[src/rtl/lfsr_pkg.sv]
// Shared types and helpers for the LFSR step controller.
// The LFSR_AUTORUN_EN macro (used in lfsr_step_ctrl) enables the autorun prescaler.
package lfsr_pkg;

  localparam int LFSR_W = 8;
  localparam logic [LFSR_W-1:0] SEED_DEFAULT = 8'h01;

  typedef enum logic [1:0] {
    LO_STABLE,
    CHK_HI,
    HI_STABLE,
    CHK_LO
  } db_state_t;

  // One Fibonacci step: taps 4,3,2,0 feed the MSB, state shifts right.
  // Maximal length (255), so a non-zero state never reaches zero.
  function automatic logic [LFSR_W-1:0] lfsr_next(input logic [LFSR_W-1:0] q);
    return {q[4] ^ q[3] ^ q[2] ^ q[0], q[7:1]};
  endfunction

endpackage

[src/rtl/btn_debounce.sv]
// Push-button conditioning: two-flop synchroniser followed by a four-state
// debounce FSM. Emits a single-cycle pulse when a press has been stable for
// DEBOUNCE_CYC cycles; releases never produce a pulse.
module btn_debounce
  import lfsr_pkg::*;
#(
  parameter int DEBOUNCE_CYC = 16
) (
  input  logic clk,
  input  logic rst_n,
  input  logic btn,
  output logic rise
);

  localparam int CNT_W = (DEBOUNCE_CYC > 1) ? $clog2(DEBOUNCE_CYC) : 1;
  localparam logic [CNT_W-1:0] CNT_MAX = CNT_W'(DEBOUNCE_CYC - 1);

  logic            btn_p0;
  logic            btn_s;
  db_state_t       state;
  logic [CNT_W-1:0] cnt;

  // Synchronise the asynchronous button into the clk domain.
  always_ff @(posedge clk) begin
    if (!rst_n) begin
      btn_p0 <= 1'b0;
      btn_s  <= 1'b0;
    end else begin
      btn_p0 <= btn;
      btn_s  <= btn_p0;
    end
  end

  // Debounce FSM; rise is registered and pulses only on an accepted press.
  always_ff @(posedge clk) begin
    if (!rst_n) begin
      state <= LO_STABLE;
      cnt   <= '0;
      rise  <= 1'b0;
    end else begin
      rise <= 1'b0;
      case (state)
        LO_STABLE: begin
          if (btn_s) begin
            state <= CHK_HI;
            cnt   <= '0;
          end
        end
        CHK_HI: begin
          if (!btn_s) begin
            state <= LO_STABLE;
          end else if (cnt == CNT_MAX) begin
            state <= HI_STABLE;
            rise  <= 1'b1;
          end else begin
            cnt <= cnt + 1'b1;
          end
        end
        HI_STABLE: begin
          if (!btn_s) begin
            state <= CHK_LO;
            cnt   <= '0;
          end
        end
        CHK_LO: begin
          if (btn_s) begin
            state <= HI_STABLE;
          end else if (cnt == CNT_MAX) begin
            state <= LO_STABLE;
          end else begin
            cnt <= cnt + 1'b1;
          end
        end
        default: begin
          state <= LO_STABLE;
          cnt   <= '0;
        end
      endcase
    end
  end

endmodule

[src/rtl/lfsr_step_ctrl.sv]
// 8-bit Fibonacci LFSR stepped by a debounced push-button, with seed load
// and all-zero lock-up protection. lfsr_q feeds the dual-hex 7-seg decoder.
// Optional feature: define LFSR_AUTORUN_EN to add a free-running step
// prescaler gated by run_en; without it run_en is ignored.
module lfsr_step_ctrl
  import lfsr_pkg::*;
#(
  parameter int                DEBOUNCE_CYC = 16,
  parameter logic [LFSR_W-1:0] SEED         = SEED_DEFAULT,
  parameter logic [23:0]       AUTO_DIV     = 24'd5_000_000
) (
  input  logic              clk,
  input  logic              rst_n,
  input  logic              btn_step,
  input  logic              seed_ld,
  input  logic [LFSR_W-1:0] seed_in,
  input  logic              run_en,
  output logic [LFSR_W-1:0] lfsr_q,
  output logic              step_pulse,
  output logic              lock_err
);

  logic step_req;
  logic auto_req;
  logic step_any;

  btn_debounce #(
    .DEBOUNCE_CYC(DEBOUNCE_CYC)
  ) u_debounce (
    .clk  (clk),
    .rst_n(rst_n),
    .btn  (btn_step),
    .rise (step_req)
  );

`ifdef LFSR_AUTORUN_EN
  logic [23:0] pre;

  // Wrap of the prescaler is a step; a seed load in the same cycle wins.
  assign auto_req = run_en && !seed_ld && (pre == AUTO_DIV - 24'd1);

  // Prescaler counts only while run_en is high and restarts on a seed load.
  always_ff @(posedge clk) begin
    if (!rst_n || !run_en || seed_ld) begin
      pre <= '0;
    end else if (pre == AUTO_DIV - 24'd1) begin
      pre <= '0;
    end else begin
      pre <= pre + 24'd1;
    end
  end
`else
  logic unused_autorun;

  assign auto_req       = 1'b0;
  assign unused_autorun = run_en ^ (|AUTO_DIV);
`endif

  // Button and autorun steps landing together collapse into one step.
  assign step_any = step_req | auto_req;

  // LFSR register: reset, then seed load, then step.
  always_ff @(posedge clk) begin
    if (!rst_n) begin
      lfsr_q     <= SEED;
      step_pulse <= 1'b0;
      lock_err   <= 1'b0;
    end else begin
      step_pulse <= 1'b0;
      lock_err   <= 1'b0;
      if (seed_ld) begin
        if (seed_in == '0) begin
          lfsr_q   <= SEED;
          lock_err <= 1'b1;
        end else begin
          lfsr_q <= seed_in;
        end
      end else if (step_any) begin
        lfsr_q     <= lfsr_next(lfsr_q);
        step_pulse <= 1'b1;
      end
    end
  end

endmodule

[config.mk]
export PLATFORM = sky130hd
export DESIGN_NAME = lfsr_step_ctrl
export DESIGN_NICKNAME = d
export VERILOG_FILES = /design/src/rtl/lfsr_pkg.sv /design/src/rtl/btn_debounce.sv /design/src/rtl/lfsr_step_ctrl.sv
export SDC_FILE = /design/constraint.sdc
export NUM_CORES = 1
export LEC_CHECK = 0
export CAP_MARGIN = 10
export CORE_MARGIN = 8
export CORE_UTILIZATION = 45
export CTS_CLUSTER_SIZE = 16
export DETAILED_ROUTE_END_ITERATION = 10
export PLACE_DENSITY_LB_ADDON = 0.2
export SLEW_MARGIN = 40
export SYNTH_ARGS = -nofsm -noshare
export SYNTH_HDL_FRONTEND = slang
export SYNTH_SLANG_ARGS = --single-unit
[constraint.sdc]
create_clock -name clk -period 2.22 [get_ports clk]
set_clock_uncertainty 0.1 [all_clocks]
set_input_delay 0.444 -clock clk [delete_from_list [all_inputs] [get_ports clk]]
set_output_delay 0.444 -clock clk [all_outputs]
set_load 0.01 [all_outputs]
==> results of run 1 <==
## flip-flops by register name (all words and copies together), names as in the netlist, named ones only
name and cells:
u_debounce.state 1, u_debounce.rise 1, u_debounce.btn_s 1, u_debounce.btn_p0 1, u_debounce.cnt 4, step_pulse 1, lfsr_q 8, lock_err 1
## metal layers
layer	vias to the layer above	share of wire, %	track usage (%)
li1	368	-	-
met1	354	44	12.0
met2	14	50	20.0
met3	2	4.8	2.39
met4	0	1.0	5.80
met5	-	0	0
## through the flow
step | util (%) | power [W] | hold WS (ns)
global placement | 62.3 | 0.000459 | 0.315
detailed placement | 62.3 | 0.000460 | 0.324
finish | 63.8 | 0.000617 | 0.343
global route | 63.8 | 0.000642 | 0.367
floorplan | - | 0.000409 | 0.312
CTS | 63.8 | 0.000627 | 0.350
## synth_stat cells
library cell / count
and3_1: 1
nand4_1: 1
a21oi_1: 7
mux2i_1: 4
o21ai_0: 3
xor2_2: 1
nand3_1: 3
nor3_1: 2
and2_1: 3
nor4b_1: 1
inv_1: 1
and2_2: 1
nor4bb_1: 1
and3_2: 1
buf_2: 2
o221a_2: 1
xnor2_1: 2
clkinv_1: 1
nand2_1: 15
a211oi_1: 1
o22ai_1: 1
o31ai_1: 1
mux2_2: 5
clkbuf_1: 1
ha_1: 1
or3_1: 1
nor2_1: 4
xor2_1: 2
o32ai_2: 1
inv_2: 1
dfxtp_1: 19
a31oi_1: 2
## power by group through the flow
stage               Sequential, W  Clock (W)  Combinational, W
floorplan                0.000372          0         0.0000374
global placement         0.000369          0         0.0000906
detailed placement       0.000369          0         0.0000908
CTS                      0.000361   0.000174         0.0000916
global route             0.000363   0.000181         0.0000987
finish                   0.000361   0.000166         0.0000898
## cell usage in the layout, fill, tap and decap left out
master,count
ha_1,1
nor4b_1,1
mux2i_1,4
clkinv_1,1
inv_1,1
nand4_1,1
and2_2,1
inv_2,1
xor2_1,2
dfxtp_1,19
nor4bb_1,1
o21ai_0,3
clkbuf_1,1
nor2_1,4
and3_2,1
xnor2_1,2
nand3_1,3
and2_1,3
mux2_2,5
a31oi_1,2
a211oi_1,1
xor2_2,1
nor3_1,2
buf_4,2
a21oi_1,7
nand2_1,15
or3_1,1
o32ai_2,1
o31ai_1,1
clkbuf_4,3
clkdlybuf4s50_1,21
and3_1,1
o22ai_1,1
o221a_2,1
## kinds of logic after synthesis
| logic type | share of synthesized area [%] |
|---|---|
| and+or+nand+nor | 19.9 |
| DFF | 45.0 |
| buffers and inverters | 2.96 |
| muxes | 11.4 |
| AOI/OAI and AO/OA | 13.2 |
| adders and majority gates | 1.48 |
| xor gates and xnor gates | 6.08 |
## worst paths after layout
path	cells after the start	slack (ns)	end
worst max-delay path	1	0.42	lfsr_q[2]
worst min-delay path	1	0.34	u_debounce.btn_s$_SDFF_PN0_
worst max register to register	4	0.82	u_debounce.cnt[0]$_SDFFE_PN0P_
worst min register to register	1	0.34	u_debounce.btn_s$_SDFF_PN0_
## final cells by class
class / count / share of cell area [%]
Clock buffer: 4 / 2.36
Inverter: 3 / 1.01
Multi-Input combinational cell: 66 / 39.4
Sequential cell: 19 / 34.2
Tap cell: 25 / 2.81
Timing Repair Buffer: 23 / 20.2
==> impl_metrics.py, run 1 <==
metrics = {
    "power_and_ir_drop": {
        "power.net_switching_w": 0.000143,
        "internal_power_w": 0.000474,
        "peakVddDrop_mv": 0.421,
        "sw_frac_of_total_pct": 23.2,
        "clkPwrFrac_pct": 26.9,
        "power_frac_comb_pct": 14.5,
        "seqPwrFrac_pct": 58.5,
        "p_leak_nw": 0.416,
        "p_per_area_nw_per_um2": 554,
    },
    "layout": {
        "n_antenna_cell": 0,
        "design_area_um2": 1110,
        "fillers": 167,
        "final_layout_size_suffix_gt1_share_pct": 13.9,
        "final_cells": 140,
        "nets": 130,
        "regArea_um2": 380,
        "multi_input_area_um2": 439,
        "synthToLayoutAreaGrowth_pct": 31.9,
    },
    "timing": {
        "post-route-min-period_ns": 1.80,
        "layout_setup_ws_ns": 0.422,
        "fmax_ghz": 0.556,
        "rsz0062_at_grt": "no",
        "setup_viol": 0,
        "tightest_slew_ns": 0.393,
        "tns_ns": 0,
        "relSlewSlack_pct": 73.7,
        "slew_violations": 0,
        "hold_viol": 0,
        "fin_crit_sh_pct": 81.0,
    },
    "routing": {
        "drtIter0Drc": 5,
        "drt_wl_total_um": 1890,
        "vias": 738,
        "drc": 0,
        "ant_nets": 0,
        "viasPerCell": 5.27,
        "dr.pass1.iters": 4,
        "wl_per_cell_um": 13.5,
    },
    "worst_setup_path": {
        "cp_slowest_cell": "clkdlybuf4s50_1",
        "end_kind": "output pin",
        "critPathMaxStageDelay_ns": 0.56,
        "cp-startpoint": "lfsr_q[2]$_SDFFE_PN0P_",
        "path_buf_inv": 1,
        "timing.critical_path.required_ns": 1.68,
        "cp_cell_sequence": "clkdlybuf4s50_1",
        "worst-setup-path-type": "flip-flop to output pin",
        "cp-start-kind": "flip-flop",
        "cp_max_fo": 4,
        "reg2reg_from": "u_debounce.cnt[0]$_SDFFE_PN0P_",
        "cp_top_family": "buffers and inverters",
        "crit_arrival_ns": 1.25,
    },
    "global_route": {
        "grt_pass1_vias": 695,
        "grt_max_degree": 12,
        "overflow": 0,
        "globalRouteTotalUtil_pct": 11.2,
        "antenna_found_initial": 0,
        "grt_first_pass_wirelength_um": 3070,
    },
    "logic_synthesis": {
        "synth.distinct_cells": 32,
        "synth_area_leader_cell": "dfxtp_1",
        "post_synth_main_area_contributors": "dfxtp_1 (45%), mux2_2 (6.7%), nand2_1 (6.7%), mux2i_1 (4.7%), a21oi_1 (4.1%)",
        "syn_area_um2": 845,
        "synth-seq-cells": 19,
        "avgSynthCellArea_um2": 9.28,
        "synth-seq-area-share_pct": 45.0,
        "yosys_warnings": 0,
        "netlist_instances": 91,
        "synth_nets": 105,
        "yosys.area.top_type_share_pct": 45.0,
    },
    "clock_network": {
        "cts_buffers": 3,
        "cts.sinks": 19,
        "cts_resized": 0,
        "clock_latency_ns": 0.29,
        "cts_tree": "done",
        "ctsHoldBuffers": 0,
        "cts.path.max_buffers": 2,
        "clk_pin_slew_worst_paths_ns": 0.10,
        "postCtsSetupBuffers": 0,
        "htreeDepth": 1,
        "cts_root_buf": "clkbuf_4",
    },
    "floorplanning": {
        "start_util_pct": 48.4,
        "num_rows": 15,
        "core_area_um2": 1750,
        "die_h_um": 59.3,
        "die_width_um": 59.3,
        "io_pins": 23,
        "die_area_um2": 3520,
    },
    "job": {
        "drv_cap": 0,
    },
    "outcome": {
        "status": "finished clean",
    },
    "placed_design": {
        "placedCellCount": 136,
        "dpl-instance-area_um2": 1090,
        "pre_cts_slack_ns": 0.473,
        "dp_hpwl_um": 1490,
        "portBuffers": 21,
        "place_congestion": 0.759,
    },
    "worst_hold_path": {
        "worstHoldStart": "u_debounce.btn_p0$_SDFF_PN0_",
        "hp-class": "flip-flop to flip-flop",
    },
}
Note: power is estimated with default switching activity, not from simulation.
==> run 2, diff against run 1 <==
clock period = 1.8 ns   (was 2.22 ns; I/O delays follow)
==> impl_metrics.py, run 2 (synthesized netlist as in run 1, its figures left out) <==
metrics = {
    "outcome": {
        "status": "finished clean",
    },
    "layout": {
        "final_cell_mix": "clkdlybuf4s50_1 (21), dfxtp_1 (19), nand2_1 (15), a21oi_1 (7), mux2_2 (5)",
        "design_area_um2": 1120,
        "top_register": "lfsr_q",
        "reg_top3": "lfsr_q x8, u_debounce.cnt x4",
        "n_antenna_cell": 0,
        "regArea_um2": 380,
        "largest_reg_flops": 8,
        "fillers": 156,
        "nets": 131,
        "multi_input_area_um2": 439,
        "synthToLayoutAreaGrowth_pct": 32.7,
        "layout_commonest_cell": "clkdlybuf4s50_1",
        "final_layout_size_suffix_gt1_share_pct": 14.7,
    },
    "worst_setup_path": {
        "end_kind": "output pin",
        "cp_max_fo": 4,
        "worst-r2r-cell-count": 3,
        "path_buf_inv": 1,
        "worst-setup-path-type": "flip-flop to output pin",
        "cp_top_family": "buffers and inverters",
        "cp_slowest_cell": "clkdlybuf4s50_1",
        "cp_cell_sequence": "clkdlybuf4s50_1",
        "crit_arrival_ns": 1.25,
        "cp-start-kind": "flip-flop",
        "critPathMaxStageDelay_ns": 0.56,
        "cp_num_cells": 1,
        "timing.critical_path.required_ns": 1.34,
    },
    "power_and_ir_drop": {
        "finalPower_w": 0.000769,
        "p_leak_nw": 0.421,
        "p_per_area_nw_per_um2": 686,
        "peakVddDrop_mv": 0.466,
    },
    "timing": {
        "setup_viol": 0,
        "layout_setup_ws_ns": 0.0865,
        "post-route-min-period_ns": 1.71,
        "tightest_slew_ns": 0.421,
        "relSlewSlack_pct": 71.9,
        "rsz0062_at_grt": "no",
        "fmax_ghz": 0.584,
        "fin_crit_sh_pct": 95.2,
        "slew_violations": 0,
        "tns_ns": 0,
        "hold_viol": 0,
    },
    "placed_design": {
        "dp_hpwl_um": 1450,
        "place_congestion": 0.791,
        "dpl-instance-area_um2": 1090,
        "portBuffers": 21,
        "pre_cts_slack_ns": 0.131,
    },
    "floorplanning": {
        "die_area_um2": 3520,
        "io_pins": 23,
        "num_rows": 15,
        "die_width_um": 59.3,
        "die_h_um": 59.3,
        "core_area_um2": 1750,
        "start_util_pct": 48.4,
    },
    "global_route": {
        "grt_max_degree": 11,
        "globalRouteTotalUtil_pct": 11.4,
        "antenna_found_initial": 0,
        "overflow": 0,
        "grt_pass1_vias": 716,
        "grt_first_pass_wirelength_um": 3140,
    },
    "clock_network": {
        "cts.path.max_buffers": 2,
        "postCtsSetupBuffers": 0,
        "cts_tree": "done",
        "ctsHoldBuffers": 0,
        "clock_latency_ns": 0.29,
        "cts_root_buf": "clkbuf_4",
        "cts.sinks": 19,
        "htreeDepth": 1,
        "clk_pin_slew_worst_paths_ns": 0.10,
        "cts_resized": 0,
        "cts_buffers": 3,
    },
    "worst_hold_path": {
        "hp-class": "flip-flop to flip-flop",
        "whs_path_depth": 1,
    },
    "job": {
        "drv_cap": 0,
    },
    "routing": {
        "drt_wl_total_um": 1890,
        "dr.pass1.iters": 4,
        "wl_per_cell_um": 13.4,
        "vias": 730,
        "ant_nets": 0,
        "drc": 0,
        "viasPerCell": 5.18,
        "drtIter0Drc": 14,
    },
}
==> run 2: worst paths after layout <==
check | startpoint | endpoint | slack [ns]
setup / recovery | lfsr_q[2]$_SDFFE_PN0P_ | lfsr_q[2] | 0.09
hold / removal | u_debounce.btn_p0$_SDFF_PN0_ | u_debounce.btn_s$_SDFF_PN0_ | 0.37
setup reg to reg | u_debounce.rise$_SDFF_PN0_ | lfsr_q[0]$_SDFFE_PN1P_ | 0.41
hold reg to reg | u_debounce.btn_p0$_SDFF_PN0_ | u_debounce.btn_s$_SDFF_PN0_ | 0.37
==> run 2: layer usage <==
metal  track usage, %  part of all wire [%]  vias to the layer above
met5                0                     0                        -
met4             5.80                   1.4                        0
li1                 -                     -                      367
met1             12.3                    45                      341
met3             3.90                   5.6                        4
met2             19.3                    48                       18
==> run 2: report_power, final <==
part	total, W	switching (W)	internal [W]	leakage, nW
registers	0.000446	0.0000119	0.000434	0.155
clock network	0.000209	0.000123	0.0000861	0.0150
logic	0.000114	0.0000475	0.0000663	0.251
==> run 2: area by class of cell <==
type,count,share of cell area (%)
inverters,3,1.00
repair buffers,24,20.8
multi-input cells,66,39.2
well taps,25,2.79
clock buffers,4,2.34
flip-flops and latches,19,33.9
==> run 2: per-stage QoR <==
step / util (%) / hold WS, ns / cells
2_1_floorplan: - / 0.312 / 91
3_3_place_gp: 62.7 / 0.349 / 137
3_5_place_dp: 62.7 / 0.346 / 137
4_1_cts: 64.2 / 0.378 / 141
5_1_grt: 64.2 / 0.403 / 141
6_report: 64.2 / 0.369 / 141
==> run 3, diff against run 2 <==
CORE_ASPECT_RATIO = 0.7   (was not set)
TNS_END_PERCENT = 30   (was not set)
==> impl_metrics.py, run 3 (synthesized netlist as in run 1, its figures left out) <==
metrics = {
    "outcome": {
        "status": "finished clean",
    },
    "clock_network": {
        "cts.sinks": 19,
        "cts_resized": 0,
        "clk_pin_slew_worst_paths_ns": 0.11,
        "clock_latency_ns": 0.30,
        "postCtsSetupBuffers": 0,
        "cts_root_buf": "clkbuf_4",
        "cts_tree": "done",
        "htreeDepth": 1,
        "cts_buffers": 3,
        "ctsHoldBuffers": 0,
        "cts.path.max_buffers": 2,
    },
    "timing": {
        "slew_violations": 0,
        "relSlewSlack_pct": 71.4,
        "setup_viol": 0,
        "hold_viol": 0,
        "tightest_slew_ns": 0.429,
        "rsz0062_at_grt": "no",
        "tns_ns": 0,
        "fmax_ghz": 0.572,
        "layout_setup_ws_ns": 0.0504,
        "fin_crit_sh_pct": 97.2,
        "post-route-min-period_ns": 1.75,
    },
    "routing": {
        "drt_wl_total_um": 1850,
        "wl_per_cell_um": 13.5,
        "dr.pass1.iters": 4,
        "drc": 0,
        "viasPerCell": 5.31,
        "drtIter0Drc": 77,
        "ant_nets": 0,
        "vias": 727,
    },
    "placed_design": {
        "pre_cts_slack_ns": 0.183,
        "place_congestion": 0.840,
        "placedCellCount": 133,
        "dp_hpwl_um": 1420,
        "portBuffers": 21,
    },
    "worst_setup_path": {
        "cp_max_fo": 4,
        "timing.critical_path.required_ns": 1.34,
        "critPathMaxStageDelay_ns": 0.57,
        "cp_slowest_cell": "clkdlybuf4s50_1",
        "cp-startpoint": "lfsr_q[2]$_SDFFE_PN0P_",
        "end_kind": "output pin",
        "crit_arrival_ns": 1.29,
        "cp_cell_sequence": "clkdlybuf4s50_1",
        "reg2reg_from": "u_debounce.rise$_SDFF_PN0_",
        "worst-setup-path-type": "flip-flop to output pin",
        "cp_top_family": "buffers and inverters",
        "cp-start-kind": "flip-flop",
        "path_buf_inv": 1,
    },
    "global_route": {
        "overflow": 0,
        "antenna_found_initial": 0,
        "grt_pass1_vias": 667,
        "globalRouteTotalUtil_pct": 11.6,
        "grt_max_degree": 13,
        "grt_first_pass_wirelength_um": 3040,
    },
    "power_and_ir_drop": {
        "p_leak_nw": 0.416,
        "clkPwrFrac_pct": 28.7,
        "sw_frac_of_total_pct": 25.1,
        "p_per_area_nw_per_um2": 704,
        "finalPower_w": 0.000781,
        "power_frac_comb_pct": 14.2,
        "seqPwrFrac_pct": 57.1,
        "power.net_switching_w": 0.000196,
        "internal_power_w": 0.000585,
        "peakVddDrop_mv": 0.445,
    },
    "floorplanning": {
        "num_rows": 13,
        "die_h_um": 52.2,
        "start_util_pct": 46.8,
        "core_area_um2": 1810,
        "die_area_um2": 3540,
        "io_pins": 23,
        "die_width_um": 67.8,
    },
    "layout": {
        "top_register": "lfsr_q",
        "final_cells": 137,
        "n_antenna_cell": 0,
        "fillers": 160,
        "synthToLayoutAreaGrowth_pct": 31.4,
        "final_layout_size_suffix_gt1_share_pct": 13.9,
        "layout_commonest_cell": "clkdlybuf4s50_1",
        "final_cell_mix": "clkdlybuf4s50_1 (21), dfxtp_1 (19), nand2_1 (15), a21oi_1 (7), mux2_2 (5)",
        "reg_top3": "lfsr_q x8, u_debounce.cnt x4",
        "nets": 130,
        "largest_reg_flops": 8,
    },
    "worst_hold_path": {
        "hp-class": "flip-flop to flip-flop",
        "worstHoldStart": "u_debounce.btn_p0$_SDFF_PN0_",
    },
    "job": {
        "drv_cap": 0,
    },
}
run 3: through the flow:
stage	hold WS (ns)	utilization [%]	area (µm²)
CTS	0.350	61.5	1110
finish	0.344	61.5	1110
floorplan	0.312	-	845
global route	0.364	61.5	1110
detailed placement	0.324	60.0	1080
global placement	0.316	60.0	1080
run 3: layout make-up:
cell class	instances	area, µm²	area share [%]
Timing Repair Buffer	23	225	20.3
Sequential cell	19	380	34.3
Inverter	3	11.3	1.01
Clock buffer	4	26.3	2.37
Multi-Input combinational cell	66	439	39.6
Tap cell	22	27.5	2.48
run 3: worst paths after layout:
kind | to | slack (ns) | cells past startpoint
worst max register to register | lfsr_q[0]$_SDFFE_PN1P_ | 0.40 | 3
worst max-delay path | lfsr_q[2] | 0.05 | 1
worst min-delay path | u_debounce.btn_s$_SDFF_PN0_ | 0.34 | 1
worst min register to register | u_debounce.btn_s$_SDFF_PN0_ | 0.34 | 1
run 3: power groups by stage:
stage	logic [W]	registers [W]	clock network, W
final	0.000111	0.000446	0.000224
after global routing	0.000120	0.000448	0.000246
after CTS	0.000112	0.000446	0.000229
after detailed placement	0.000111	0.000456	0
after global placement	0.000110	0.000456	0
after floorplan	0.0000461	0.000458	0
run 3: layer usage:
metal / up-vias / GRT usage [%] / routed length (µm)
met1: 335 / 13.3 / 905
met4: 0 / 3.05 / 23
met3: 4 / 6.41 / 119
li1: 367 / - / -
met5: - / 0 / 0
met2: 21 / 18.4 / 797
==> RTL change (settings of run 3) <==
Add an input register stage for `btn_step` and `seed_in`, cleared by the reset; this delays them by one clock. The other inputs are not delayed to match.
--- a/src/rtl/lfsr_step_ctrl.sv
+++ b/src/rtl/lfsr_step_ctrl.sv
@@ -20,6 +20,19 @@
   output logic              lock_err
 );
 
+  logic btn_step_q;
+  logic [LFSR_W-1:0] seed_q;
+
+  always_ff @(posedge clk) begin
+    if (!rst_n) begin
+      btn_step_q <= '0;
+      seed_q     <= '0;
+    end else begin
+      btn_step_q <= btn_step;
+      seed_q     <= seed_in;
+    end
+  end
+
   logic step_req;
   logic auto_req;
   logic step_any;
@@ -29,7 +42,7 @@
   ) u_debounce (
     .clk  (clk),
     .rst_n(rst_n),
-    .btn  (btn_step),
+    .btn  (btn_step_q),
     .rise (step_req)
   );
 
@@ -69,11 +82,11 @@
       step_pulse <= 1'b0;
       lock_err   <= 1'b0;
       if (seed_ld) begin
-        if (seed_in == '0) begin
+        if (seed_q == '0) begin
           lfsr_q   <= SEED;
           lock_err <= 1'b1;
         end else begin
-          lfsr_q <= seed_in;
+          lfsr_q <= seed_q;
         end
       end else if (step_any) begin
         lfsr_q     <= lfsr_next(lfsr_q);
Formal check against the unedited RTL: not equivalent (a bounded check fails within 4 cycles, from zero or initial values and one cycle with rst_n low).
==> RTL change against run 3 <==
Wire length up 7.4%. Count of clock-buffer cells in the layout is the same. Synthesized cell count up 15%. Setup slack improved by 0.0097 ns. Cell area up 25%. Area after synthesis increased by 28%. Largest cell class is now flip-flops and latches. Power is 35% higher. Sequential cell count rose by 9.
==> RTL change: results (changes against run 3) <==
The run finished with clean final reports. The number of violations reported at the end of detailed-routing iteration 0 is 58 (was 77), and the via count of the first global-routing pass is 834 (was 667). The logs give 0.102 (was 0.116) for the global routing usage summed across all routing layers and 0.517 (was 0.450) for the sequential-to-total area share from yosys stat. The tools report the tightest slew margin relative to the limit as 0.731 (was 0.714).

The worst-path cell with the longest stage delay is sky130_fd_sc_hd__clkdlybuf4s50_1 (unchanged). The final wirelength came out at 1980 um (was 1850 um). The maximum count of clock buffers along a single path came out at 2 (unchanged).

The tools report the first-pass GRT wire length as 3470 um (was 3040 um). Leading registers by flop count: lfsr_q x8, seed_q x8, u_debounce.cnt x4 (was lfsr_q x8, u_debounce.cnt x4). The number of nets at the end of the flow came out at 143 (was 130).

The tools report the launching point of the worst reg2reg path as u_debounce.cnt[0] (was u_debounce.rise). The register clock-pin slew on the reported worst setup and hold paths works out to 0.13 ns (was 0.11 ns). The unique cell type count in the Yosys netlist is 29 (was 32). The total via count after detailed routing was 816 (was 727); the share of cells above drive strength 1 was 0.125 (was 0.139).

The tools report the leakage power total as 0.527 nW (was 0.416 nW). The tools report the peak ir drop on the vdd network as 0.455 mV (was 0.445 mV). The tools report the hold path startpoint as btn_step_q (was u_debounce.btn_p0). Top cells by area, synth: sky130_fd_sc_hd__dfxtp_1 (52%), sky130_fd_sc_hd__and2_1 (6.3%), sky130_fd_sc_hd__mux2_2 (6.2%), sky130_fd_sc_hd__mux2i_1 (5.5%), sky130_fd_sc_hd__nand2_1 (2.4%) (was sky130_fd_sc_hd__dfxtp_1 (45%), sky130_fd_sc_hd__mux2_2 (6.7%), sky130_fd_sc_hd__nand2_1 (6.7%), sky130_fd_sc_hd__mux2i_1 (4.7%), sky130_fd_sc_hd__a21oi_1 (4.1%)).

The run gives 0.785 (was 0.840) as the last weighted congestion value of the routability-driven placer. Number of fill cells: 225 (was 160). For the switching component of the power, the log shows 0.000226 W (was 0.000196 W).

The tools report the post-CTS setup buffer count as 0 (unchanged). The logs give 16 (was 13) for the largest net degree at the start of global routing and 119 (was 105) for the net count after synthesis.
[RTL change: cell types whose count changed after synthesis, sizes merged, moves of 3 or more]
cell   delta
and2      +7
a21oi     -3
nor2      +3
dfxtp     +9
nand2     -8
[RTL change: per-stage QoR]
step	setup WS (ns)	instance area (um^2)	utilization	power [W]	cells
floorplan	0.569	1080	-	0.000717	105
global placement	0.124	1350	0.570	0.000773	158
detailed placement	0.0788	1350	0.570	0.000776	158
CTS	0.0295	1380	0.585	0.00107	162
global route	0.00203	1390	0.586	0.00110	162
finish	0.0601	1390	0.586	0.00106	162
[RTL change: cell families after synthesis]
| kind of cell | count (synthesis) | synth area share |
|---|---|---|
| AND/OR/NAND/NOR | 38 | 0.194 |
| flip-flops | 28 | 0.517 |
| AO/OA/AOI/OAI | 16 | 0.0934 |
| multiplexers | 12 | 0.118 |
| XOR/XNOR | 5 | 0.0473 |
| buffers and inverters | 5 | 0.0196 |
| adder cells (fa/ha/maj) | 1 | 0.0115 |
[RTL change: power groups by stage]
stage / logic, W / registers (W) / clock network, W
2_1_floorplan: 0.0000474 / 0.000669 / 0
3_3_place_gp: 0.000106 / 0.000668 / 0
3_5_place_dp: 0.000108 / 0.000669 / 0
4_1_cts: 0.000108 / 0.000655 / 0.000305
5_1_grt: 0.000118 / 0.000658 / 0.000324
6_report: 0.000107 / 0.000655 / 0.000295
[RTL change: worst paths after layout]
path                       end  cells after the start  slack (ns)
max                  lfsr_q[2]                      1        0.06
min          u_debounce.btn_p0                      1        0.35
max reg2reg  u_debounce.cnt[0]                      4        0.43
min reg2reg  u_debounce.btn_p0                      1        0.35
[RTL change: layout make-up]
cell class                      instances  share of cell area
Sequential cell                        28               0.406
Multi-Input combinational cell         72               0.363
Clock buffer                            4              0.0262
Timing Repair Buffer                   23               0.171
Tap cell                               34              0.0307
Inverter                                1             0.00271
[RTL change: routing by layer]
layer / vias to the layer above / GRT usage / share of wire
met5: - / 0 / 0
met1: 379 / 0.114 / 0.43
met2: 22 / 0.177 / 0.48
met4: 0 / 0.0167 / 0.0061
li1: 413 / - / -
met3: 2 / 0.0437 / 0.077
